<file path="src/rtl/usr_pkg.sv">
// Shared mode codes, FSM state encoding and mode classification for the universal shift register.
package usr_pkg;

  localparam logic [2:0] MODE_HOLD  = 3'b000;
  localparam logic [2:0] MODE_LOAD  = 3'b001;
  localparam logic [2:0] MODE_SHL   = 3'b010;
  localparam logic [2:0] MODE_SHR   = 3'b011;
  localparam logic [2:0] MODE_ROL   = 3'b100;
  localparam logic [2:0] MODE_ROR   = 3'b101;
  localparam logic [2:0] MODE_ASR   = 3'b110;
  localparam logic [2:0] MODE_CLEAR = 3'b111;

  typedef enum logic {
    ST_IDLE = 1'b0,
    ST_RUN  = 1'b1
  } state_t;

  // Shift/rotate modes are the ones that honour shamt and may run multi-cycle.
  function automatic logic is_shift(input logic [2:0] m);
    return (m != MODE_HOLD) && (m != MODE_LOAD) && (m != MODE_CLEAR);
  endfunction

endpackage

</file>
<file path="src/rtl/usr_step.sv">
// One-position next-value function of the shift register; purely combinational.
// LOAD is resolved by the caller since parallel data is not an input here.
module usr_step
  import usr_pkg::*;
#(
  parameter int WIDTH = 8
) (
  input  logic [WIDTH-1:0] i_q,
  input  logic [2:0]       i_mode,
  input  logic             i_ser_in_lsb,
  input  logic             i_ser_in_msb,
  output logic [WIDTH-1:0] o_q_next
);

  always_comb begin
    o_q_next = i_q;
    case (i_mode)
      MODE_SHL:   o_q_next = {i_q[WIDTH-2:0], i_ser_in_lsb};
      MODE_SHR:   o_q_next = {i_ser_in_msb, i_q[WIDTH-1:1]};
      MODE_ROL:   o_q_next = {i_q[WIDTH-2:0], i_q[WIDTH-1]};
      MODE_ROR:   o_q_next = {i_q[0], i_q[WIDTH-1:1]};
      MODE_ASR:   o_q_next = {i_q[WIDTH-1], i_q[WIDTH-1:1]};
      MODE_CLEAR: o_q_next = '0;
      default:    o_q_next = i_q;
    endcase
  end

endmodule

</file>
<file path="src/rtl/usr_shift_reg.sv">
// Universal shift register: single-cycle HOLD/LOAD/CLEAR, N-step shifts/rotates via a RUN state.
// Start-to-done latency is 1 edge for single-cycle ops and N+1 edges for N-step shifts; start is ignored while busy.
module usr_shift_reg
  import usr_pkg::*;
#(
  parameter int WIDTH = 8,
  parameter int CNT_W = $clog2(WIDTH + 1)
) (
  input  logic             clk,
  input  logic             rst,
  input  logic             start,
  input  logic [2:0]       mode,
  input  logic [CNT_W-1:0] shamt,
  input  logic [WIDTH-1:0] par_in,
  input  logic             ser_in_lsb,
  input  logic             ser_in_msb,
  output logic [WIDTH-1:0] q,
  output logic             ser_out_msb,
  output logic             ser_out_lsb,
  output logic             busy,
  output logic             done
);

  state_t           r_state;
  logic [2:0]       r_mode;
  logic [CNT_W-1:0] r_cnt;
  logic [WIDTH-1:0] r_q;
  logic             r_busy;
  logic             r_done;

  logic [2:0]       w_step_mode;
  logic [WIDTH-1:0] w_q_next;

  // The same step function serves the start edge (live mode) and each RUN step (latched mode).
  assign w_step_mode = (r_state == ST_RUN) ? r_mode : mode;

  usr_step #(.WIDTH(WIDTH)) u_step (
    .i_q          (r_q),
    .i_mode       (w_step_mode),
    .i_ser_in_lsb (ser_in_lsb),
    .i_ser_in_msb (ser_in_msb),
    .o_q_next     (w_q_next)
  );

  always_ff @(posedge clk) begin
    if (rst) begin
      r_state <= ST_IDLE;
      r_mode  <= MODE_HOLD;
      r_cnt   <= '0;
      r_q     <= '0;
      r_busy  <= 1'b0;
      r_done  <= 1'b0;
    end else begin
      r_done <= 1'b0;
      case (r_state)
        ST_IDLE: begin
          if (start) begin
            if (!is_shift(mode)) begin
              r_q    <= (mode == MODE_LOAD) ? par_in : w_q_next;
              r_done <= 1'b1;
            end else if (shamt == '0) begin
              r_done <= 1'b1;
            end else begin
              r_mode  <= mode;
              r_cnt   <= shamt;
              r_busy  <= 1'b1;
              r_state <= ST_RUN;
            end
          end
        end
        ST_RUN: begin
          r_q   <= w_q_next;
          r_cnt <= r_cnt - 1'b1;
          if (r_cnt == CNT_W'(1)) begin
            r_busy  <= 1'b0;
            r_done  <= 1'b1;
            r_state <= ST_IDLE;
          end
        end
      endcase
    end
  end

  assign q           = r_q;
  assign ser_out_msb = r_q[WIDTH-1];
  assign ser_out_lsb = r_q[0];
  assign busy        = r_busy;
  assign done        = r_done;

endmodule

</file>
<file path="config.mk">
export PLATFORM = sky130hd
export DESIGN_NAME = usr_shift_reg
export DESIGN_NICKNAME = d
export VERILOG_FILES = /design/src/rtl/usr_pkg.sv /design/src/rtl/usr_step.sv /design/src/rtl/usr_shift_reg.sv
export SDC_FILE = /design/constraint.sdc
export NUM_CORES = 1
export LEC_CHECK = 0
export CORE_UTILIZATION = 48
export CTS_CLUSTER_SIZE = 16
export DETAILED_ROUTE_END_ITERATION = 16
export MAX_ROUTING_LAYER = met4
export PLACE_DENSITY = 0.79
export SYNTH_ARGS = -nofsm -noshare
export SYNTH_HDL_FRONTEND = slang
export SYNTH_SLANG_ARGS = --single-unit
</file>
<file path="constraint.sdc">
create_clock -name clk -period 2.1 [get_ports clk]
set_input_delay 0.42 -clock clk [delete_from_list [all_inputs] [get_ports clk]]
set_output_delay 0.42 -clock clk [all_outputs]
set_load 0.02 [all_outputs]
</file>
==> summary.txt, run 1 <==
Register Area: 360 um^2
DR pass1 iterations: 4
commonest non-fill, non-tap cell in the layout: clkdlybuf4s50_1
Hold Slack: 0.476 ns
CP peak stage delay: 0.40 ns
TritonCTS clock tree: done
multi-input logic area: 777 um^2
post-synthesis mux area share: 0.0641
Root Buffer Master: clkbuf_4
Pins Over Slew Limit: 0
Post-Syn Nets: 167
Via density: 5.86
Synth cell types: 49
share of the synthesized area in the top cell type: 0.288
status: finished clean
cts bufs inserted: 3
PD cells: 544 nW/um^2
CP top delay family: compound AO/OA/AOI/OAI gates
Layout area overhead: 34.0%
Post-Synth Adder-Cell Area: 0.0200
remaining antenna violation count after routing: 0
Tmin final: 1.88 ns
fin area: 1680 um^2
dpl cell area: 1640 um^2
die area: 2810 um^2
total gr overflow: 0
Starting Density: 0.505
DRC viols: 0
Chip Width: 53.0 um
setup TNS: 0 ns
clock latency on the worst-skew pair: 0.30 ns
Simple-Gate Fraction of Synth Area: 0.214
placed wire-length estimate: 2.35 mm
post-synth design cell area: 1250 um^2
slowest CP cell: clkdlybuf4s50_1
Yosys top cell by area: dfxtp_1
std cell rows: 18
I/O Pins: 32
Core Area: 2480 um^2
post-CTS setup buffer count: 0
Hold-fix buffers, CTS: 0
critical path peak fanout: 8
RSZ-0062 raised after global routing: false
sequential area share after synthesis: 0.288
CP arrival: 2.08 ns
Fill cells: 214
Final period util: 0.897
Port Buffers: 31
via count: 1,259
vias in the first global route: 1,112
post-synthesis compound-gate area fraction: 0.290
synth warn: 0
post-CTS resize count: 0
Total GRT Usage: 0.244
instance count of the mapped netlist: 145
Worst-Margin Slew: 0.644 ns
Most used DFF post-synth: dfxtp_1
slack of the worst reg-to-reg path: 0.26 ns
Max Cap Viol: 0
Clock Path Buffers: 2
leakage: 0.000607 uW
Setup Skew: 0.00395 ns
Req. time, crit path: 2.30 ns
setup violators final: 0
crit path kind: input pin to register
Post-synth ARST share: 0
CP Buf/Inv Count: 2
first-pass GRT wire length: 4.93 mm
drt wl/cell: 14.6 um
most frequent cells in the layout: clkdlybuf4s50_1 (31), dfxtp_1 (18), buf_4 (15), nor2_1 (12), inv_1 (10)
Routability Congestion: 0.845
main combinational cell family by area after synthesis: compound AO/OA/AOI/OAI gates
CP Capture Type: register
Seq cells post-synth: 18
endpoints failing hold: 0
crit-path cells: clkdlybuf4s50_1 > buf_4 > xnor2_2 > o32ai_2 > a221oi_1 > o21ai_1 > a32o_1
initial antenna violation count: 0
Post-layout nets: 208
fmax: 0.531 GHz
xor/xnor share of the synthesized area: 0.0330
Total Wirelength: 3.14 mm
Syn Area/Cell: 8.62 um^2
Worst setup SP type: input pin
1st-iter DRT viols: 28
Rel. slew slack: 0.568
CTS clock-pin slew for the worst setup and hold paths: 0.11 ns
share of layout cells above drive strength 1: 0.157
leading post-synthesis cells by cell area: dfxtp_1 (29%), mux2i_1 (6.4%), a32o_1 (5.6%), a21oi_1 (3.6%), nor2_1 (3.6%)
maximum vdd drop: 0.367 mV
pin count of the biggest net entering global routing: 13
Hold Crit Class: register to register
Sink Count: 18
die height: 53.0 um
EDFF count, synth: 0
H-tree Lvls: 1
ANT cells: 0
[where the power goes]
group,switching (uW),internal [uW],total (uW)
sequential,34.5,366,401
clock,113,106,219
combinational,143,148,291
total,291,620,911
[cell type report]
type / instances / area share
clock buffers: 4 / 0.0217
inverters: 11 / 0.0246
multi-input cells: 106 / 0.464
flip-flops and latches: 18 / 0.215
well taps: 30 / 0.0224
repair buffers: 46 / 0.252
[per-layer routing]
metal | GRT usage | up-vias | share of wire
li1 | - | 621 | -
met1 | 0.325 | 600 | 0.48
met2 | 0.369 | 36 | 0.47
met3 | 0.0345 | 2 | 0.040
met4 | 0.0965 | 0 | 0.0048
met5 | - | - | 0
[flip-flops by register name, summed over array words and instances, names as in the netlist]
signal	count
r_cnt	4
r_state	1
done	1
r_mode	3
q	8
busy	1
[metrics by stage]
stage	total power (uW)	setup WS, ns	utilization	std cells
2_1_floorplan	582	0.501	-	145
3_3_place_gp	684	-0.0531	0.662	211
3_5_place_dp	695	-0.118	0.662	211
4_1_cts	911	0.198	0.676	215
5_1_grt	956	0.0859	0.676	215
6_report	911	0.217	0.676	215
[path summary, 6_finish.rpt]
kind	to	cells after the start	from
max	q[5]	7	mode[1]
min	busy	1	busy
max reg2reg	q[5]	5	r_state
min reg2reg	busy	1	busy
[kinds of logic after synthesis]
| kind of cell | after synthesis |
|---|---|
| AO/OA/AOI/OAI | 49 |
| AND/OR/NAND/NOR | 44 |
| buffers and inverters | 21 |
| flip-flops | 18 |
| multiplexers | 8 |
| XOR/XNOR | 3 |
| adder cells (fa/ha/maj) | 2 |
[synth_stat cells, types with 2 or more instances]
master	instances
a21oi_1	9
buf_4	4
o21a_1	3
ha_1	2
dfxtp_1	18
mux2i_1	8
a211oi_1	3
inv_1	10
or2b_1	2
o21ai_0	5
nor2_1	12
buf_2	2
nand2b_1	7
nand2_1	6
nor4b_1	2
o21ai_1	5
buf_6	2
nand3b_1	3
a221oi_1	5
xnor2_2	2
a32o_1	7
Note: power is estimated with default switching activity, not from simulation.
==> inputs of run 2 (changes only) <==
Settings changed: PLACE_DENSITY 0.79 to default, PLACE_DENSITY_LB_ADDON from default to 0.3.
==> run 2 against run 1 <==
Against the previous run:
- global-route usage grew 2.1 points
- largest power group unchanged
- cell area shrank 0.90%
- first-iteration DRC count grew 36%
- critical path depth shrank 1
- clock-buffer cell count is the same
- core utilization shrank 0.61 points
- clock skew grew 0.0023 ns
- sequential cell count is the same
==> summary.txt, run 2 (synthesized netlist as in run 1, its figures left out) <==
status: finished clean
Hold Slack: 0.487 ns (+0.0110 ns)
setup TNS: 0 ns (unchanged)
placed wire-length estimate: 2.45 mm (+4.2%)
CP arrival: 2.20 ns (+0.12 ns)
Worst setup SP type: input pin
initial antenna violation count: 0 (unchanged)
setup violators final: 0 (unchanged)
Chip Width: 53.0 um (unchanged)
DR pass1 iterations: 4 (unchanged)
Hold-fix buffers, CTS: 0 (unchanged)
most frequent cells in the layout: clkdlybuf4s50_1 (31), dfxtp_1 (18), buf_4 (13), nor2_1 (12), inv_1 (10)
endpoints failing hold: 0 (unchanged)
Fill cells: 216 (+0.93%)
Clock Path Buffers: 2 (unchanged)
commonest non-fill, non-tap cell in the layout: clkdlybuf4s50_1
Total Wirelength: 3.23 mm (+2.9%)
total gr overflow: 0 (unchanged)
Final Non-Filler Cells: 213 (-0.93%)
Max Cap Viol: 0 (unchanged)
Pins Over Slew Limit: 0 (unchanged)
crit path kind: input pin to register
Core Area: 2480 um^2 (unchanged)
TritonCTS clock tree: done
first-pass GRT wire length: 5.25 mm (+6.6%)
share of layout cells above drive strength 1: 0.148 (-0.00922)
worst setup margin: 0.162 ns (-0.0549 ns)
die area: 2810 um^2 (unchanged)
clock latency on the worst-skew pair: 0.30 ns (about the same)
leakage: 0.000598 uW (-1.5%)
PD cells: 553 nW/um^2 (+1.8%)
Routability Congestion: 0.864 (+2.2%)
pin count of the biggest net entering global routing: 14 (+1)
Setup Skew: 0.00625 ns (+0.00229 ns)
Req. time, crit path: 2.36 ns (+0.06 ns)
Hold Crit Class: register to register
CTS clock-pin slew for the worst setup and hold paths: 0.12 ns (about the same)
post-CTS resize count: 0 (unchanged)
Post-layout nets: 206 (-0.96%)
ANT cells: 0 (unchanged)
remaining antenna violation count after routing: 0 (unchanged)
Place WS: -0.117 ns (+0.00103 ns)
H-tree Lvls: 1 (unchanged)
post-CTS setup buffer count: 0 (unchanged)
Layout area overhead: 32.8%
Total GRT Usage: 0.265 (+0.0210)
Gate power share: 0.316 (-0.003)
DRC viols: 0 (unchanged)
critical path peak fanout: 8 (unchanged)
Via density: 5.81 (-0.74%)
Power Internal: 619 uW (-0.15%)
cts bufs inserted: 3 (unchanged)
Clock power frac: 0.249 (+0.008)
maximum vdd drop: 0.355 mV (-3.2%)
Seq pwr share: 0.435 (-0.005)
Port Buffers: 31 (unchanged)
I/O Pins: 32 (unchanged)
Final period util: 0.923 (+0.0261)
Tmin final: 1.94 ns (+0.0549 ns)
Root Buffer Master: clkbuf_4
vias in the first global route: 1,189 (+6.9%)
max reg flops: 8 (unchanged)
slack of the worst reg-to-reg path: 0.22 ns (-0.04 ns)
Net Sw Power: 300 uW (+3.0%)
1st-iter DRT viols: 38 (+36%)
Starting Density: 0.505 (unchanged)
Rel. slew slack: 0.551 (-0.0169)
drt wl/cell: 15.2 um (+3.9%)
die height: 53.0 um (unchanged)
RSZ-0062 raised after global routing: false
CP Capture Type: register
Switching Share: 0.326 (+0.00681)
Sink Count: 18 (unchanged)
via count: 1,238 (-1.7%)
Worst-Margin Slew: 0.669 ns (+0.0252 ns)
std cell rows: 18 (unchanged)
placed cells: 209 (-0.95%)
fmax: 0.516 GHz (-2.8%)
-- run 2: through the flow --
step,power (uW),util,area (um^2)
6_report,919,0.670,1660
5_1_grt,961,0.670,1660
4_1_cts,917,0.670,1660
3_5_place_dp,696,0.656,1620
3_3_place_gp,682,0.656,1620
2_1_floorplan,582,-,1250
-- run 2: layout make-up --
| type | instances | area (um^2) | area share |
|---|---|---|---|
| multi-input cells | 106 | 777 | 0.468 |
| repair buffers | 44 | 408 | 0.246 |
| flip-flops and latches | 18 | 360 | 0.217 |
| inverters | 11 | 41.3 | 0.0249 |
| well taps | 30 | 37.5 | 0.0226 |
| clock buffers | 4 | 36.3 | 0.0219 |
-- run 2: worst paths after layout --
| check | from | to | depth (start not counted) |
|---|---|---|---|
| setup reg to reg | r_state | q[5] | 5 |
| setup / recovery | mode[0] | q[5] | 6 |
| hold / removal | busy | busy | 1 |
| hold reg to reg | busy | busy | 1 |
-- run 2: layer usage --
layer  vias to the layer above  share of wire  GRT usage
met1                       590           0.47      0.337
met2                        29           0.49      0.418
met3                         4          0.035     0.0287
met5                         -              0          -
li1                        615              -          -
met4                         0         0.0077      0.123
-- run 2: power by group through the flow --
stage / Clock, uW / Combinational [uW] / Sequential [uW]
floorplan: 0 / 174 / 408
global placement: 0 / 278 / 404
detailed placement: 0 / 289 / 407
CTS: 228 / 291 / 399
global route: 241 / 317 / 403
finish: 228 / 291 / 399
-- run 2: worst max-delay path, cell delays in order --
cell and delay (ns):
clkdlybuf4s50_1 0.56, buf_4 0.22, o32ai_2 0.49, a221oi_1 0.18, o21ai_1 0.14, a32o_1 0.17
